**src/rtl/bcd_scan_display.sv**
```systemverilog
// Four-digit multiplexed 7-segment driver for BCD input, with a one-clock
// blank slot between digits and optional leading-zero blanking.
module bcd_scan_display #(
    parameter int unsigned SCAN_DIV = 50000
) (
    input  logic       clk,
    input  logic       rst,
    input  logic       load,
    input  logic [3:0] BCD_0,
    input  logic [3:0] BCD_1,
    input  logic [3:0] BCD_2,
    input  logic [3:0] BCD_3,
    input  logic       blank_lz,
    output logic [6:0] HEX_SEG,
    output logic [3:0] DIG_EN
);

    localparam int unsigned    CNT_W    = (SCAN_DIV > 1) ? $clog2(SCAN_DIV) : 1;
    localparam logic [CNT_W-1:0] CNT_LAST = CNT_W'(SCAN_DIV - 1);
    localparam logic [6:0]     SEG_OFF  = 7'b1111111;
    localparam logic [3:0]     DIG_OFF  = 4'b1111;

    logic [3:0][3:0] h;
    logic [CNT_W-1:0] cnt;
    logic [1:0]       idx;
    logic             tick;
    logic             digit_blanked;
    logic [6:0]       seg_next;
    logic [3:0]       en_next;

    // Active-low {g,f,e,d,c,b,a}; anything outside 0..9 shows a dash.
    function automatic logic [6:0] decode(input logic [3:0] d);
        case (d)
            4'd0:    decode = 7'b1000000;
            4'd1:    decode = 7'b1111001;
            4'd2:    decode = 7'b0100100;
            4'd3:    decode = 7'b0110000;
            4'd4:    decode = 7'b0011001;
            4'd5:    decode = 7'b0010010;
            4'd6:    decode = 7'b0000010;
            4'd7:    decode = 7'b1111000;
            4'd8:    decode = 7'b0000000;
            4'd9:    decode = 7'b0010000;
            default: decode = 7'b0111111;
        endcase
    endfunction

    assign tick = (cnt == CNT_LAST);

    // A digit is a leading zero only if it and every more significant digit are zero.
    always_comb begin
        // NOTE: every always_comb output gets a default first so no path leaves it unassigned (no latch).
        digit_blanked = 1'b0;
        if (blank_lz) begin
            case (idx)
                2'd3:    digit_blanked = (h[3] == 4'd0);
                2'd2:    digit_blanked = (h[3] == 4'd0) && (h[2] == 4'd0);
                2'd1:    digit_blanked = (h[3] == 4'd0) && (h[2] == 4'd0) && (h[1] == 4'd0);
                default: digit_blanked = 1'b0;
            endcase
        end
    end

    always_comb begin
        seg_next = SEG_OFF;
        en_next  = DIG_OFF;
        if (!tick && !digit_blanked) begin
            seg_next = decode(h[idx]);
            en_next  = ~(4'b0001 << idx);
        end
    end

    always_ff @(posedge clk) begin
        // NOTE: sequential state uses non-blocking assignments so every register samples pre-edge values.
        if (rst) begin
            cnt     <= '0;
            idx     <= 2'd0;
            h       <= '0;
            HEX_SEG <= SEG_OFF;
            DIG_EN  <= DIG_OFF;
        end else begin
            cnt     <= tick ? '0 : cnt + 1'b1;
            if (tick)
                idx <= idx + 2'd1;
            if (load)
                h   <= {BCD_3, BCD_2, BCD_1, BCD_0};
            HEX_SEG <= seg_next;
            DIG_EN  <= en_next;
        end
    end

endmodule

```
**config.mk**
```make
export PLATFORM = sky130hd
export DESIGN_NAME = bcd_scan_display
export DESIGN_NICKNAME = d
export VERILOG_FILES = /design/src/rtl/bcd_scan_display.sv
export SDC_FILE = /design/constraint.sdc
export NUM_CORES = 1
export LEC_CHECK = 0
export CAP_MARGIN = 20
export CELL_PAD_IN_SITES_DETAIL_PLACEMENT = 0
export CELL_PAD_IN_SITES_GLOBAL_PLACEMENT = 1
export CORE_UTILIZATION = 41
export CTS_CLUSTER_SIZE = 30
export DETAILED_ROUTE_END_ITERATION = 8
export PLACE_DENSITY_LB_ADDON = 0.1
export SETUP_SLACK_MARGIN = 0.3
export SYNTH_ARGS = -nofsm -noshare
export SYNTH_HDL_FRONTEND = slang
export SYNTH_SLANG_ARGS = --single-unit
```
**constraint.sdc**
```tcl
create_clock -name clk -period 2.5 [get_ports clk]
set_clock_uncertainty 0.15 [all_clocks]
set_input_delay 0.5 -clock clk [delete_from_list [all_inputs] [get_ports clk]]
set_output_delay 0.5 -clock clk [all_outputs]
set_load 0.05 [all_outputs]
```
# Yosys cells after proc, flatten, opt, wreduce, memory -nomap -nowiden
# Memory sizes are Yosys's and may differ from the RTL's. A register that Yosys moved wholly into a read port is not among the register bits.
# Index checks and enable logic that the tools add are counted.
[totals]
elab_cells = 32
out_inout_bits = 11
input_bits = 20
romBits = 112
memories = 1
regBits = 38
[classes]
bitwise = 2
n_reduce_logical = 10
addsub = 2
n_shift = 1
order_cmp = 1
n_eq_ne = 4
muxes = 4
[mem_list]
columns = ["name", "words", "width", "rd", "rd_ports_with_merged_regs", "wr", "line_no", "text"]
rows = [
  ["(name not given)", 16, 7, 1, 1, 0, "33", "case (d)"],
]
[op_table]
columns = ["operator", "count"]
rows = [
  ["adder 16 x 1 -> 16 bit (second input constant)", 1],
  ["== test 16 bit (second input constant)", 1],
  ["logical NOT 4 bit", 3],
  ["binary-select mux 4 bit (select 2 bit)", 1],
  ["== test 2 bit (second input constant)", 2],
  ["two-way mux 4 bit", 1],
  ["inverter 4 bit", 1],
  ["OR reduction 2 bit", 2],
  ["left shift 1 x 2 -> 4 bit (first input constant)", 1],
  ["logical AND 1 bit", 3],
  ["less-than comparator 2 x 3 -> 1 bit (second input constant)", 1],
  ["case mux 1 bit (3 select lines)", 1],
  ["adder 2 x 1 -> 2 bit (second input constant)", 1],
  ["== test 2 x 1 -> 1 bit (second input constant)", 1],
  ["logical NOT 1 bit", 2],
  ["two-way mux 1 bit", 1],
  ["inverter 1 bit", 1],
]

# Depth between registers and ports, before layout
[depth]
depth_word = 9
ltp_mapped = 8
mapped_depth_nobuf = 7

# Worst setup path before layout
# OpenSTA, ideal clock, no wires.
[synth_timing]
path_kind = "flip-flop to flip-flop"
start = "register idx[0]"
end = "register HEX_SEG[4]"
setup_slack_ns = 0.518
t_arrival_ns = 1.713
t_required_ns = 2.231
stages_incl_launch_ff = 8
period_less_slack_ns = 1.982
setup_ns = 0.119
n_path_buf = 1
cell_sequence = "dfxtp_1 buf_6 mux4_1 inv_1 ha_1 nor2b_2 a22o_1 nand2_1"
[synth_via]
elab_chain_cells = 7
elab_cells_between_ends = 11
cone_classes = "3 x eq/ne; 4 x mux; 1 x bitwise; 3 x reduce/logical"
[synth_rtl]
columns = ["item", "line_no", "text"]
rows = [
  ["start, declared", "25", "logic [1:0] idx;"],
  ["start signal, assigned", "84", "idx <= idx + 2'd1;"],
  ["== test 2 x 1 -> 1 bit / == test 2 bit (equally long branches)", "55", "case (idx)"],
  ["case mux 1 bit (3 select lines)", "55", ""],
  ["two-way mux 1 bit", "54", "if (blank_lz) begin"],
  ["logical NOT 1 bit", "67", "if (!tick && !digit_blanked) begin"],
  ["logical AND 1 bit", "67", ""],
  ["inverter 1 bit (no line)", "--", ""],
  ["OR reduction 2 bit (no line)", "--", ""],
  ["end, declared", "14", "output logic [6:0] HEX_SEG,"],
]
# Parallel ways exist; a longest one is shown, timed or not. The select of a mux whose other input is x is not followed.
# A chain may end at the register's enable or synchronous reset.

# Final worst setup path
# Ends and elaborated chain as after synthesis.

==> flow_summary_export.csv <==
group,metric,value,unit
outcome,status,"completed",
global_route,grt_overflow,0,
flow_run,cap_violations,0,
global_route,grt_pass1_vias,1463,
finish,n_fill_cell,453,
worst_hold_path,min_to,"cnt[0]",
critical_path,cp.arrival,2.10,ns
critical_path,r2r-end,"HEX_SEG[4]",
global_route,grtUsageTotal,0.170,
finish,layout-drive-gt1-share,0.0909,
clocking,cts_buffers,5,
clocking,clk_latency,0.29,ns
critical_path,reg2reg_depth,7,
synthesis,synth_ff_type,"dfxtp_1",
worst_hold_path,hold_depth,1,
sta,setup_viol,0,
routing,ant_nets,0,
finish,areaGrowthSynthToFinish,23.3,%
critical_path,worstPathRequired,2.53,ns
clocking,cts_tree,"built",
sta,fin_ws,0.435,ns
critical_path,cp-start-kind,"register",
synthesis,synth.distinct_cells,41,
routing,drt_first_pass_iters,4,
synthesis,syn-num-nets,232,
sta,rsz0062_at_grt,"no",
die,rows,25,
worst_hold_path,min_from,"cnt[0]",
pwr,p_leak,1.01,nW
global_route,grt_max_degree,20,
die,core,4720,um^2
clocking,clockBufferDepth,2,
sta,worstMarginPinSlew,0.495,ns
die,die-area,5180,um^2
synthesis,synth_area,2010,um^2
finish,diodes,0,
routing,vias,1466,
global_route,grt_pass1_wl,6860,um
synthesis,synth_cells,201,
placed_design,dpl_worst_slack,0.283,ns
synthesis,ys_ff_latch,45,
die,die_x,71.9,um
placed_design,gp_congestion,0.823,
sta,holdWs,0.317,ns
sta,drv_slew,0,
finish,final_nets,261,
placed_design,io_buffers,30,
critical_path,crit_type,"register to register",
sta,totalNegativeSetupSlack,0,ns
sta,min_period,2.07,ns
clocking,hold_buffers,0,
synthesis,synth_edf_count,0,
pwr,peakVddDrop,0.339,mV
worst_hold_path,hold_path_class,"register to register",
clocking,cts_resized,1,
placed_design,dp_hpwl,2980,um
pwr,powerDensity,613,nW/um^2
sta,maxSlewHeadroom,0.669,
die,die_y,71.9,um
sta,hold_violations,0,
critical_path,crit_fanout,8,
clocking,clkTransAtPathRegs,0.08,ns
die,io_pins,31,
routing,drt-total-wl,3840,um
die,start_util,0.425,
critical_path,r2r_start,"idx[0]",
synthesis,yosysWarnings,0,
synthesis,avgSynthCellArea,9.98,um^2
clocking,cts.sinks,45,
routing,viasPerCell,4.92,
clocking,postCtsSetupBuffers,0,
synthesis,async_flop_share,0,
global_route,antenna_found_initial,0,
routing,routedWlPerCell,12.9,um
clocking,h-tree-depth,2,
critical_path,ff2ff_setup_slack,0.43,ns
routing,initialDrtViolationCount,66,
sta,period_share,0.826,
routing,drt_drc_violations_left,0,
clocking,clockRootBuffer,"clkbuf_8",
synthesis,ys_seq_area_frac,0.449,
sta,max_freq,484,MHz
critical_path,crit_path_end_kind,"register",
[cells in the mapped netlist (2+ instances only)]
master     n  area (um^2)
nand2_1   14         52.6
mux2i_1   16          160
nand4_1    5         31.3
inv_1      7         26.3
xor2_1    10         87.6
ha_1      11          138
clkbuf_2   2         10.0
and3_1     2         12.5
nand3_1    9         45.0
and4_1     4         35.0
buf_2      3         15.0
a21oi_1    5         25.0
dfxtp_1   45          901
nor4_1     3         18.8
or3_1      2         12.5
clkbuf_1   3         11.3
o21ai_0    2         10.0
nor2_1    31          116
mux4_2     3         67.6
nor4b_1    2         17.5
xnor2_1    2         17.5
[worst max-delay path by stage]
| stage | start | to | slack [ns] | cells past startpoint |
|---|---|---|---|---|
| after floorplan | idx[0] | HEX_SEG[4] | 0.52 | 7 |
| after global placement | idx[0] | HEX_SEG[4] | 0.39 | 6 |
| after detailed placement | idx[0] | HEX_SEG[4] | 0.28 | 7 |
| after CTS | idx[0] | HEX_SEG[4] | 0.41 | 7 |
| after global routing | idx[0] | HEX_SEG[4] | 0.30 | 6 |
| final | idx[0] | HEX_SEG[4] | 0.43 | 7 |
[critical path, stage by stage, from the launching register on]
cell	delay, ns
dfxtp_2	0.44
mux4_1	0.70
inv_1	0.15
ha_1	0.15
inv_1	0.05
a21oi_1	0.13
a22o_1	0.14
nand2_1	0.05
[registers in the layout, indices dropped and copies added (netlist names)]
| signal | cells |
|---|---|
| idx | 2 |
| HEX_SEG | 7 |
| DIG_EN | 4 |
| cnt | 16 |
| h | 16 |
[layer usage]
metal | vias to the layer above | routed length [um] | GRT usage
met5 | - | 0 | 0
met4 | 0 | 8 | 0.0458
met3 | 2 | 130 | 0.0431
met2 | 28 | 1760 | 0.267
met1 | 679 | 1950 | 0.234
li1 | 757 | - | -
[cell type report]
cell class,count,area [um^2],area share
Clock buffer,7,86.3,0.0349
Clock inverter,1,30.0,0.0121
Inverter,8,30.0,0.0121
Multi-Input combinational cell,137,1020,0.412
Sequential cell,45,902,0.365
Tap cell,67,83.8,0.0339
Timing Repair Buffer,33,323,0.131
[metrics by stage]
step                      power (mW)  cells  area, um^2   util
after floorplan                0.902    201        2010      -
after global placement         0.971    290        2350  0.498
after detailed placement       0.976    290        2350  0.498
after CTS                       1.54    298        2470  0.523
after global routing            1.59    298        2470  0.524
final                           1.52    298        2470  0.524
[cells in the final DEF (no fill, tap or decap), drive strengths merged, types with 2 or more instances in the layout]
| master | count |
|---|---|
| and4 | 4 |
| xnor2 | 2 |
| mux4 | 4 |
| ha | 11 |
| o21ai | 4 |
| or3 | 2 |
| and3 | 2 |
| xor2 | 10 |
| nand3 | 9 |
| a21oi | 5 |
| clkdlybuf4s50 | 30 |
| clkbuf | 7 |
| nor4 | 3 |
| inv | 7 |
| nand2b | 2 |
| o311ai | 2 |
| mux2i | 16 |
| buf | 3 |
| nand4 | 5 |
| nor2 | 32 |
| nor4b | 2 |
| dfxtp | 45 |
| nand2 | 14 |
[where the power goes]
group          leakage, nW  internal, mW  switching (mW)  total, mW
combinational        0.583        0.0895           0.102      0.192
clock               0.0585         0.326           0.232      0.558
sequential           0.370         0.747          0.0187      0.766
[logic make-up (layout without fill, tap and decap cells)]
logic type,Yosys count,count (layout),share of synthesized area
DFF,45,45,0.449
buffers and inverters,19,49,0.0443
muxes,20,20,0.127
AOI/OAI and AO/OA,17,17,0.0661
adders and majority gates,11,11,0.0686
and+or+nand+nor,77,77,0.193
xor gates and xnor gates,12,12,0.0524
(Power assumes the default switching activity.)
